File: config.mk
export PLATFORM = sky130hd
export DESIGN_NAME = mlp_layer_engine
export DESIGN_NICKNAME = d
export VERILOG_FILES = /design/src/rtl/mlp_pkg.sv /design/src/rtl/mlp_mac.sv /design/src/rtl/mlp_layer_engine.sv
export SDC_FILE = /design/constraint.sdc
export NUM_CORES = 1
export LEC_CHECK = 0
export ABC_AREA = 1
export CORE_MARGIN = 10
export CORE_UTILIZATION = 60
export DETAILED_ROUTE_END_ITERATION = 16
export HOLD_SLACK_MARGIN = 0.15
export PLACE_DENSITY = 0.8
export RECOVER_POWER = 50
export SETUP_SLACK_MARGIN = 0.5
export SYNTH_ARGS = -nofsm -noshare
export SYNTH_HDL_FRONTEND = slang
export SYNTH_SLANG_ARGS = --single-unit
File: constraint.sdc
create_clock -name clk -period 7.1 [get_ports clk]
set_input_delay 0.71 -clock clk [delete_from_list [all_inputs] [get_ports clk]]
set_output_delay 0.71 -clock clk [all_outputs]
set_load 0.02 [all_outputs]
File: src/rtl/mlp_pkg.sv
// mlp_pkg: state encoding, default widths and saturation helper shared by the MLP layer engine
package mlp_pkg;
  typedef enum logic [2:0] {IDLE, FETCH, DRAIN, WRITE, DONE} state_t;
  localparam int DEF_DATA_W = 16;
  localparam int DEF_FRAC_W = 8;
  // Clamp v to the signed range of a w-bit value
  function automatic logic signed [63:0] saturate(input logic signed [63:0] v, input int w);
    logic signed [63:0] hi, lo;
    hi = (64'sd1 <<< (w - 1)) - 64'sd1;
    lo = -(64'sd1 <<< (w - 1));
    return v > hi ? hi : v < lo ? lo : v;
  endfunction
endpackage

File: src/rtl/mlp_mac.sv
// mlp_mac: registered signed multiply-accumulate with bias injection
//   clk, reset (async active-low), clr (zero acc, highest priority),
//   en (acc += a*b), bias_en (acc += b << FRAC_W), a/b operands, acc result
module mlp_mac #(
  parameter int DATA_W = 16,
  parameter int FRAC_W = 8,
  parameter int ACC_W  = 40
) (
  input  logic                     clk,
  input  logic                     reset,
  input  logic                     clr,
  input  logic                     en,
  input  logic                     bias_en,
  input  logic signed [DATA_W-1:0] a,
  input  logic signed [DATA_W-1:0] b,
  output logic signed [ACC_W-1:0]  acc
);
  logic signed [2*DATA_W-1:0] prod;
  assign prod = (2*DATA_W)'(a) * (2*DATA_W)'(b);
  always_ff @(posedge clk or negedge reset)
    if (!reset) acc <= '0;
    else if (clr) acc <= '0;
    else if (en) acc <= acc + ACC_W'(prod);
    else if (bias_en) acc <= acc + (ACC_W'(b) <<< FRAC_W);
endmodule

File: src/rtl/mlp_layer_engine.sv
// mlp_layer_engine: fully-connected layer sequencer over an external synchronous weight memory
//   clk, reset (async active-low), start, in_data (packed N_IN inputs)
//   w_rd/w_addr/w_data: weight memory port, data returns one cycle after w_rd
//   out_valid/out_idx/out_data: one pulse per neuron result; busy, finished (sticky)
//   Build option MLP_RELU_EN: clip negative results to zero
module mlp_layer_engine
  import mlp_pkg::*;
#(
  parameter int DATA_W = DEF_DATA_W,
  parameter int FRAC_W = DEF_FRAC_W,
  parameter int N_IN   = 4,
  parameter int N_OUT  = 4,
  parameter int ACC_W  = 40,
  localparam int AW = $clog2(N_OUT * (N_IN + 1)),
  localparam int IW = N_OUT > 1 ? $clog2(N_OUT) : 1
) (
  input  logic                     clk,
  input  logic                     reset,
  input  logic                     start,
  input  logic [N_IN*DATA_W-1:0]   in_data,
  output logic                     w_rd,
  output logic [AW-1:0]            w_addr,
  input  logic [DATA_W-1:0]        w_data,
  output logic                     out_valid,
  output logic [IW-1:0]            out_idx,
  output logic [DATA_W-1:0]        out_data,
  output logic                     busy,
  output logic                     finished
);
  localparam int KW = $clog2(N_IN + 1);
  state_t state;
  logic [N_IN*DATA_W-1:0] in_reg;
  logic [KW-1:0] k, data_k;
  logic [IW-1:0] j;
  logic data_vld, go, clr, en, bias_en;
  logic signed [DATA_W-1:0] a, sat, res;
  logic signed [ACC_W-1:0] acc;
  // busy stays high through the first DONE cycle so completion lands one edge after the last result
  assign go = start && !busy;
  assign clr = go || state == WRITE;
  // data_vld/data_k follow the read strobe by one cycle, matching the memory latency
  assign en = data_vld && data_k != KW'(N_IN);
  assign bias_en = data_vld && data_k == KW'(N_IN);
  always_comb begin
    a = '0;
    for (int i = 0; i < N_IN; i++) a = data_k == KW'(i) ? in_reg[i*DATA_W +: DATA_W] : a;
    sat = DATA_W'(saturate(64'(acc >>> FRAC_W), DATA_W));
`ifdef MLP_RELU_EN
    res = sat < 0 ? '0 : sat;
`else
    res = sat;
`endif
  end
  mlp_mac #(.DATA_W(DATA_W), .FRAC_W(FRAC_W), .ACC_W(ACC_W)) u_mac (
    .clk(clk), .reset(reset), .clr(clr), .en(en), .bias_en(bias_en),
    .a(a), .b(w_data), .acc(acc)
  );
  always_ff @(posedge clk or negedge reset)
    if (!reset) begin
      state <= IDLE;
      in_reg <= '0;
      j <= '0;
      k <= '0;
      data_k <= '0;
      data_vld <= 1'b0;
      w_rd <= 1'b0;
      w_addr <= '0;
      out_valid <= 1'b0;
      out_idx <= '0;
      out_data <= '0;
      busy <= 1'b0;
      finished <= 1'b0;
    end else begin
      out_valid <= 1'b0;
      data_vld <= w_rd;
      data_k <= k;
      case (state)
        IDLE, DONE:
          if (go) begin
            in_reg <= in_data;
            j <= '0;
            k <= '0;
            w_rd <= 1'b1;
            w_addr <= '0;
            busy <= 1'b1;
            finished <= 1'b0;
            state <= FETCH;
          end else if (state == DONE) begin
            busy <= 1'b0;
            finished <= 1'b1;
          end
        FETCH:
          if (k == KW'(N_IN)) begin
            w_rd <= 1'b0;
            state <= DRAIN;
          end else begin
            k <= k + KW'(1);
            w_addr <= w_addr + AW'(1);
          end
        DRAIN: state <= WRITE;
        WRITE: begin
          out_valid <= 1'b1;
          out_idx <= j;
          out_data <= res;
          if (j == IW'(N_OUT - 1)) state <= DONE;
          else begin
            j <= j + IW'(1);
            k <= '0;
            w_rd <= 1'b1;
            w_addr <= w_addr + AW'(1);
            state <= FETCH;
          end
        end
        default: state <= IDLE;
      endcase
    end
endmodule

==> Yosys cells after proc, flatten, opt, wreduce, memory -nomap -nowiden <==
Cells that the tools add are included.
{ "totals": {"regBits": 143, "in_bits": 83} }
{ "op_classes": {"magnitude_cmp": 2, "mux": 33, "eq_ne": 15, "n_addsub": 5, "reduce_logical": 18, "n_mul": 1} }
{ "ops": {"columns": ["cell", "count"], "rows": [
  ["40-bit 2-to-1 mux", 3],
  ["16-bit 2-to-1 mux", 6],
  ["40-bit by 24-bit adder with 40-bit output", 1],
  ["40-bit by 32-bit adder with 40-bit output", 1],
  ["32-bit by 16-bit > comparator with 1-bit output (second input constant)", 1],
  ["32-bit by 16-bit < comparator with 1-bit output (second input constant)", 1],
  ["16-bit by 16-bit multiplier with 32-bit output", 1],
  ["3-bit 2-to-1 mux", 6],
  ["5-bit 2-to-1 mux", 3],
  ["5-bit one-hot mux with 3 select lines", 1],
  ["3-bit by 2-bit == test with 1-bit output (second input constant)", 4],
  ["3-bit one-hot mux with 4 select lines", 1],
  ["3-bit == test (second input constant)", 3],
  ["3-bit one-hot mux with 3 select lines", 1],
  ["1-bit 2-to-1 mux", 8],
  ["2-bit inequality test (second input constant)", 4],
  ["4-bit AND reduction", 2],
  ["3-bit by 1-bit == test with 1-bit output (second input constant)", 2],
  ["3-bit logical NOT", 2],
  ["2-bit AND reduction", 3],
  ["3-bit nonzero test", 2],
  ["5-bit by 1-bit adder with 5-bit output (second input constant)", 1],
  ["2-bit 2-to-1 mux", 2],
  ["2-bit one-hot mux with 2 select lines", 1],
  ["other kinds (11)", 14]
]} }

==> Logic depth before layout (Yosys ltp) <==
Gate-level depths: netlist of run 1.
{ "logic_depth": {"word_depth": 9, "ltp_mapped": 37, "ltp_nobuf": 36} }

==> Cells and area by module <==
Synthesis of run 1 repeated with hierarchy kept, for this count alone.
{ "hier_totals": {"cells_unflattened": 3138, "area_unflattened_um2": 22484.1} }
{ "modules_own_cells": {"columns": ["module", "cells_each", "instances", "area_per_inst_um2"], "rows": [
  ["mlp_mac", 2564, 1, 17862.1],
  ["mlp_layer_engine", 574, 1, 4621.9]
]} }

==> Worst setup path after synthesis of run 1 <==
Ideal clock, no wire load.
{ "synth_path": {"path_kind": "input to register", "from": "input w_data[1]", "to": "register u_mac.acc[35]", "arrival_time_ps": 6239, "required_time_ps": 6982, "slack_ps": 743, "setup_ps": 118, "cell_stages": 25, "path_cell_list": "buf_1 clkinv_1 nor2_1 fa_1 fa_1 inv_1 fa_1 fa_1 inv_1 fa_1 inv_1 fa_1 inv_1 ha_1 nand2_1 inv_1 nand2_1 nand3_1 o21bai_1 a21oi_1 nand2_1 nand2_1 nand3_1 nand3_1 nand2_1"} }
{ "synth_via": {"elab_chain_len": 4, "elab_cells_between_ends": 6, "classes_between": "add/sub: 2; mul: 1; mux: 3"} }
{ "synth_lines": {"columns": ["element", "line_no", "text"], "rows": [
  ["start, declared", "mlp_layer_engine.sv:23", "input logic [DATA_W-1:0] w_data,"],
  ["16-bit by 16-bit multiplier with 32-bit output or 40-bit by 24-bit adder with 40-bit output (tied branches)", "mlp_mac.sv:19, mlp_mac.sv:24", null],
  ["40-bit by 32-bit adder with 40-bit output or 40-bit 2-to-1 mux (tied branches)", "mlp_mac.sv:23, mlp_mac.sv:24", null],
  ["40-bit 2-to-1 mux *", "mlp_mac.sv:23", "else if (en) acc <= acc + ACC_W'(prod);"],
  ["40-bit 2-to-1 mux *", "mlp_mac.sv:22", "else if (clr) acc <= '0;"],
  ["end signal, assigned", "mlp_mac.sv:23", null],
  ["end signal, assigned", "mlp_mac.sv:24", "else if (bias_en) acc <= acc + (ACC_W'(b) <<< FRAC_W);"],
  ["end, declared", "mlp_mac.sv:16", "output logic signed [ACC_W-1:0] acc"]
]} }
Every way passes the cells marked *; elsewhere a longest branch is shown, timed or not. The select of a mux whose other input is x is not followed.
A chain may end at the register's enable or synchronous reset.

==> Worst setup path after layout of run 1 <==
{ "layout_path": {"from": "register data_k[1]", "to": "register u_mac.acc[35]"} }
{ "layout_via": {"elab_chain_len": 9, "elab_cells_between_ends": 17, "classes_between": "add/sub: 1; mul: 1; eq/ne: 5; mux: 6; reduce/logical: 4"} }
{ "layout_lines": {"columns": ["element", "line_no", "text"], "rows": [
  ["start, declared", "mlp_layer_engine.sv:33", "logic [KW-1:0] k, data_k;"],
  ["start signal, assigned", "mlp_layer_engine.sv:76", "data_k <= k;"],
  ["3-bit logical NOT", "mlp_layer_engine.sv:46", "for (int i = 0; i < N_IN; i++) a = data_k == KW'(i) ? in_reg[i*DATA_W +: DATA_W] : a;"],
  ["16-bit 2-to-1 mux (4 in series)", "mlp_layer_engine.sv:46", null],
  ["16-bit by 16-bit multiplier with 32-bit output", "mlp_mac.sv:19", "assign prod = (2*DATA_W)'(a) * (2*DATA_W)'(b);"],
  ["40-bit by 32-bit adder with 40-bit output", "mlp_mac.sv:23", null],
  ["40-bit 2-to-1 mux", "mlp_mac.sv:23", null],
  ["40-bit 2-to-1 mux", "mlp_mac.sv:22", null]
]} }
Parallel ways exist; a longest one is shown, timed or not.

==> impl_metrics.ini, run 1 <==
[outcome]
status = finished with violations
violations = capacitance limit, slew limit

[logic_synthesis]
synth.most_common_cell = nand2_1
async_flop_share_pct = 100
yosys_warnings = 0
synth_edf_count = 0
synthTopCellsByArea = fa_1 (31%), dfrtp_1 (16%), nand2_1 (14%)
syn_nets = 3485
synth_top_area_share_pct = 30.5
yosysUniqueCellTypes = 45
syn_area_um2 = 21700
ys_ff_latch = 143
netlist_top_cells_count = nand2_1 (811), inv_1 (649), fa_1 (331)
yosysTopAreaCell = fa_1
syn_avg_cell_area_um2 = 7.43
ys.flop_type = dfrtp_1
synth_cells = 2921
ys_seq_area_share_pct = 16.5

[hold_path]
hp-class = reg -> reg
min_from = w_rd$_DFFE_PN0P_
hold_path_end = data_vld$_DFF_PN0_
hold_depth = 0

[clocking]
cts_tree = built
cts_hold_buffers = 0
clk_path_buf_depth = 2
clock_latency_ps = 470
cts_root_buf = clkbuf_16
htreeDepth = 4
cts_buffers = 17
numClockSinks = 143
path_clk_slew_ps = 70

[floorplan]
die-area_um2 = 44200
start_util_pct = 60.8
die_w_um = 210
pin_count = 110
fp-row-count = 69
die_height_um = 210
core-area_um2 = 35700

[setup_path]
critical_path_required_ps = 7440
end_kind = flop
r2r_start = data_k[1]$_DFF_PN0_
crit_path_top_delay_cell = fa_1
cp_max_fo = 6
ff2ff_path_depth = 32
r2r-end = u_mac.acc[35]$_DFFE_PN0P_
path_class = reg -> reg
worst-r2r-setup-slack_ps = 460
arrival_ps = 6980
startpoint_type = flop
slowest_delay_ps = 640
crit_top_cell = fa_1

[final_layout]
fill_cells = 2558
stdcell_count = 3669
area_delta_synth_final_pct = 24.4
largest_register_ffs = 64
finalNetCount = 3759
drive_gt1_share_pct = 18.8
n_antenna_cell = 0

[route]
drtIter0Drc = 1760
drc = 0
viasPerCell = 5.62
via_count = 20608
postRouteAntennaNets = 0
wl_mm = 73.4
wl_per_cell_um = 20.0
drt-pass1-iter-count = 6

[placed_design]
gp_congestion = 0.996
dp_hpwl_mm = 57.5
numPortBuffers = 109
dp_slack_ps = -115
post-place-cells = 3547

[global_route]
gr-total-overflow = 0
grt_pass1_wl_mm = 113
grt_pass1_vias = 21376
grt_util_all_layers_pct = 32.7
grt_max_degree = 84
antenna_found_initial = 0

[timing]
finalSetupViolCount = 0
maxSlewViolCount = 230
max-slew-margin-rel_pct = -181
fin_crit_sh_pct = 93.5
worst_slew_pin_slew_ps = 4210
fmax_mhz = 151
rsz0062_at_grt = true
hold_viol = 0
period_minus_slack_ps = 6640
layout_setup_ws_ps = 462
clock-skew-final_ps = 26.8

[flow_run]
max_cap_violations = 3
[metrics by stage]
step | setup TNS (ps) | util (%) | area [um^2] | hold WS, ps
2_1_floorplan | 0 | - | 21700 | 378
3_3_place_gp | -48.3 | 67.4 | 24000 | 400
3_5_place_dp | -288 | 67.4 | 24000 | 407
4_1_cts | 0 | 71.0 | 25300 | 298
5_1_grt | 0 | 75.7 | 27000 | 439
6_report | 0 | 75.7 | 27000 | 435
[critical path, delay by kind of cell, from the launching register on]
| kind | cells | cell delay (ps) |
|---|---|---|
| fa+ha+maj | 7 | 3520 |
| buf+inv | 9 | 920 |
| compound gates | 2 | 140 |
| simple gates | 14 | 1440 |
| flops | 1 | 510 |
[per-layer routing]
metal | GRT usage (%) | vias to the layer above | part of all wire (%)
li1 | - | 9277 | -
met1 | 43.5 | 10130 | 40
met2 | 51.9 | 985 | 46
met3 | 7.69 | 216 | 9.9
met4 | 11.2 | 0 | 4.0
met5 | 0 | - | 0
[cells in the final DEF, fill, tap and decap left out, types with 6 or more instances in the layout]
| cell type | n |
|---|---|
| dfrtp_1 | 140 |
| o21ai_2 | 13 |
| nand2_4 | 23 |
| clkdlybuf4s50_1 | 107 |
| buf_12 | 6 |
| fa_1 | 314 |
| ha_4 | 26 |
| o21ai_0 | 74 |
| inv_1 | 603 |
| xnor2_1 | 11 |
| xor2_1 | 10 |
| inv_6 | 6 |
| o21ai_1 | 14 |
| inv_4 | 14 |
| clkbuf_16 | 18 |
| a21oi_1 | 51 |
| fa_2 | 17 |
| nor3_1 | 7 |
| nand3_1 | 128 |
| o21bai_1 | 12 |
| nor2_1 | 220 |
| buf_6 | 34 |
| a22o_1 | 7 |
| nand3_2 | 21 |
| nand2_1 | 728 |
| nor3_4 | 6 |
| o21ai_4 | 8 |
| a21oi_2 | 15 |
| buf_4 | 161 |
| ha_1 | 122 |
| nor2_4 | 30 |
| a21oi_4 | 8 |
| inv_2 | 48 |
| nand4_1 | 25 |
| clkinvlp_4 | 6 |
| nand2_2 | 66 |
| nor2_2 | 42 |
[repair_timing]
item	CTS	global route
gates resized for setup	86	376
gates cloned	0	1
setup endpoints to repair	28	29
endpoints found under the hold margin	0	0
pin swaps	22	144
setup buffers	41	48
[layout make-up]
cell class,instances,area (um^2),area share (%)
Clock inverter,15,166,0.616
Multi-Input combinational cell,2044,16800,62.2
Sequential cell,143,3580,13.3
Tap cell,461,577,2.14
Inverter,675,2600,9.62
Clock buffer,17,425,1.58
Timing Repair Buffer,314,2850,10.5
[how the worst max path moves through the flow]
stage / start / to / slack, ps / cells past startpoint
final: data_k[1]$_DFF_PN0_ / u_mac.acc[35]$_DFFE_PN0P_ / 460 / 32
after global routing: data_k[1]$_DFF_PN0_ / u_mac.acc[35]$_DFFE_PN0P_ / 260 / 32
after CTS: data_k[0]$_DFF_PN0_ / u_mac.acc[22]$_DFFE_PN0P_ / 480 / 33
after detailed placement: data_k[2]$_DFF_PN0_ / u_mac.acc[18]$_DFFE_PN0P_ / -110 / 30
after global placement: data_k[2]$_DFF_PN0_ / u_mac.acc[18]$_DFFE_PN0P_ / -40 / 30
after floorplan: w_data[1] / u_mac.acc[35]$_DFFE_PN0P_ / 740 / 25
[cell families after synthesis]
kind of cell             synth area share (%)
flip-flops                               16.5
AO/OA/AOI/OAI                            5.78
AND/OR/NAND/NOR                          24.8
XOR/XNOR                                0.888
adder cells (fa/ha/maj)                  39.2
buffers and inverters                    12.9
Power of run 1 is not shown: default switching activity piles up to over one toggle a cycle in this logic, so the estimate is an artifact.
==> run 2: changes to the inputs <==
--- a/config.mk
+++ b/config.mk
@@ -5,12 +5,11 @@
 export SDC_FILE = /design/constraint.sdc
 export NUM_CORES = 1
 export LEC_CHECK = 0
-export ABC_AREA = 1
 export CORE_MARGIN = 10
 export CORE_UTILIZATION = 60
 export DETAILED_ROUTE_END_ITERATION = 16
 export HOLD_SLACK_MARGIN = 0.15
-export PLACE_DENSITY = 0.8
+export PLACE_DENSITY = 0.88
 export RECOVER_POWER = 50
 export SETUP_SLACK_MARGIN = 0.5
 export SYNTH_ARGS = -nofsm -noshare
==> run 2 against run 1 <==
  * The flow finishes with violations (capacitance limit, slew limit, setup timing)
  * Synthesized area decreased by 7.4%
  * Global-route usage decreased by 3.7 points
  * Design area shrank 8.1%
  * Flip-flop and latch count stayed put
  * Hold slack better by 43 ps
  * Clock skew down 8.9 ps
  * Critical path depth fell by 1
==> impl_metrics.ini, run 2 <==
[route]
wl_mm = 60.5
drc = 0
wl_per_cell_um = 20.5
postRouteAntennaNets = 0
drt-pass1-iter-count = 6
drtIter0Drc = 1610
viasPerCell = 5.87
via_count = 17314

[placed_design]
gp_congestion = 0.962
dp_slack_ps = -272
numPortBuffers = 109
dp_hpwl_mm = 44.2
post-place-cells = 2870

[logic_synthesis]
synth_top_area_share_pct = 33.0
syn_area_um2 = 20100
yosys_warnings = 0
async_flop_share_pct = 100
netlist_top_cells_count = inv_1 (417), nand2_1 (414), fa_1 (331)
syn_avg_cell_area_um2 = 9.00
ys.flop_type = dfrtp_1
synth_cells = 2232
syn_nets = 2796
yosysUniqueCellTypes = 64
synth_edf_count = 0
synth.most_common_cell = inv_1
synthTopCellsByArea = fa_1 (33%), dfrtp_1 (18%), ha_1 (9.3%)
yosysTopAreaCell = fa_1
ys_seq_area_share_pct = 17.8
ys_ff_latch = 143

[global_route]
gr-total-overflow = 0
grt_max_degree = 79
grt_util_all_layers_pct = 29.0
grt_pass1_vias = 18632
antenna_found_initial = 2
grt_pass1_wl_mm = 95.5

[timing]
hold_ws_ps = 478
maxSlewViolCount = 289
layout_setup_ws_ps = -144
hold_viol = 0
period_minus_slack_ps = 7240
fmax_mhz = 138
max-slew-margin-rel_pct = -183
finalSetupViolCount = 11
fin_crit_sh_pct = 102
worst_slew_pin_slew_ps = 4240
clock-skew-final_ps = 18.0
rsz0062_at_grt = true

[floorplan]
die_height_um = 203
core-area_um2 = 32800
start_util_pct = 61.3
die-area_um2 = 41200
die_w_um = 203
fp-row-count = 66
pin_count = 110

[hold_path]
hp-class = reg -> reg
min_from = in_reg[53]$_DFFE_PN0P_
hold_path_end = in_reg[53]$_DFFE_PN0P_
hold_depth = 2

[setup_path]
r2r_start = data_k[0]$_DFF_PN0_
worst-r2r-setup-slack_ps = -140
crit_path_top_delay_cell = fa_1
startpoint_type = flop
r2r-end = u_mac.acc[39]$_DFFE_PN0P_
arrival_ps = 7580
slowest_delay_ps = 580
cp_max_fo = 8
critical_path_required_ps = 7430
ff2ff_path_depth = 31
path_class = reg -> reg
crit_top_cell = fa_1
end_kind = flop

[pwr]
clockPowerShare_pct = 16.3
switching_share_pct = 44.5
p_per_area_nw_per_um2 = 228
power.internal_mw = 3.14
switchingPower_mw = 2.51
peakVddDrop_mv = 0.284
p_leak_nw = 12.8
p_seq_share_pct = 15.0
finalPower_mw = 5.65
p_comb_share_pct = 68.7

[outcome]
violations = capacitance limit, slew limit, setup timing
status = finished with violations

[flow_run]
max_cap_violations = 4

[final_layout]
stdcell_count = 2952
area_delta_synth_final_pct = 23.5
largest_register_ffs = 64
n_antenna_cell = 0
layout_common_cells = nand2_1 (407), inv_1 (402), fa_1 (319)
drive_gt1_share_pct = 16.1
final_common_cell = nand2_1
finalNetCount = 3061

[clocking]
path_clk_slew_ps = 70
numClockSinks = 143
cts_tree = built
cts_root_buf = clkbuf_16
cts_buffers = 17
htreeDepth = 4
clock_latency_ps = 440
clk_path_buf_depth = 2
run 2: changes by cell type in the layout (fill, tap and decap cells not counted), moves of 19 or more:
cell and delta:
nor2_2 -40, and2_1 +107, inv_2 -34, nor2_4 -28, a21o_1 +19, nand2_4 -21, inv_1 -201, nand2_1 -321
nand3_1 -115, nor2_1 -127, nand2_2 -61, buf_12 +21, xnor2_1 +23
run 2: per-stage QoR:
stage / util (%) / cell area (um^2) / setup TNS, ps
final: 75.7 / 24800 / -704
after global routing: 75.7 / 24800 / -3810
after CTS: 74.1 / 24300 / -161
after detailed placement: 70.7 / 23200 / -1650
after global placement: 70.7 / 23200 / -338
after floorplan: - / 20400 / 0
run 2: how the worst max path moves through the flow:
stage	from	to
floorplan	data_k[0]$_DFF_PN0_	u_mac.acc[36]$_DFFE_PN0P_
global placement	data_k[0]$_DFF_PN0_	u_mac.acc[37]$_DFFE_PN0P_
detailed placement	data_k[0]$_DFF_PN0_	u_mac.acc[32]$_DFFE_PN0P_
CTS	data_k[0]$_DFF_PN0_	u_mac.acc[32]$_DFFE_PN0P_
global route	data_k[0]$_DFF_PN0_	u_mac.acc[32]$_DFFE_PN0P_
finish	data_k[0]$_DFF_PN0_	u_mac.acc[39]$_DFFE_PN0P_
run 2: kinds of logic (layout without fill, tap and decap cells):
group,after synthesis,in the layout,share of synthesized area [%]
and+or+nand+nor,725,727,16.1
AOI/OAI and AO/OA,300,300,9.41
xor gates and xnor gates,66,66,2.88
DFF,143,143,17.8
adders and majority gates,481,481,42.3
muxes,24,24,2.21
buffers and inverters,493,769,9.22
run 2: timing repair:
action,CTS,global route
pin swaps,47,64
endpoints found under the setup margin,28,29
resized for setup,76,84
endpoints found under the hold margin,0,0
setup buffers,22,26
hold buffers,0,0
gates cloned,2,0
run 2: routing by layer:
metal / up-vias / GRT usage (%) / routed length (um)
met5: - / 0 / 24
met4: 4 / 14.7 / 3460
met3: 263 / 5.17 / 4660
met2: 836 / 50.1 / 30500
met1: 8721 / 34.1 / 21800
li1: 7490 / - / -
run 2: power by group through the flow:
stage | Combinational, mW | Sequential [mW] | Clock, mW
2_1_floorplan | 2.08 | 0.857 | 0
3_3_place_gp | 3.05 | 0.860 | 0
3_5_place_dp | 3.17 | 0.861 | 0
4_1_cts | 3.45 | 0.847 | 0.916
5_1_grt | 4.21 | 0.849 | 0.956
6_report | 3.88 | 0.848 | 0.923
run 2: worst max-delay path: cells and delay by family (launching register included):
family	cells	cell delay, ps
AO/OA/AOI/OAI	4	900
AND/OR/NAND/NOR	7	740
buffers and inverters	11	1090
XOR/XNOR	1	90
flip-flops	1	410
multiplexers	1	500
adder cells (fa/ha/maj)	7	3420
run 2: cell type report:
cell class | instances | area, um^2
Multi-Input combinational cell | 1598 | 15400
Fill cell | 2078 | 7970
Sequential cell | 143 | 3580
Timing Repair Buffer | 320 | 3070
Inverter | 417 | 1570
Tap cell | 442 | 553
Clock buffer | 17 | 425
Clock inverter | 15 | 171
Note: power is estimated with default switching activity, not from simulation.
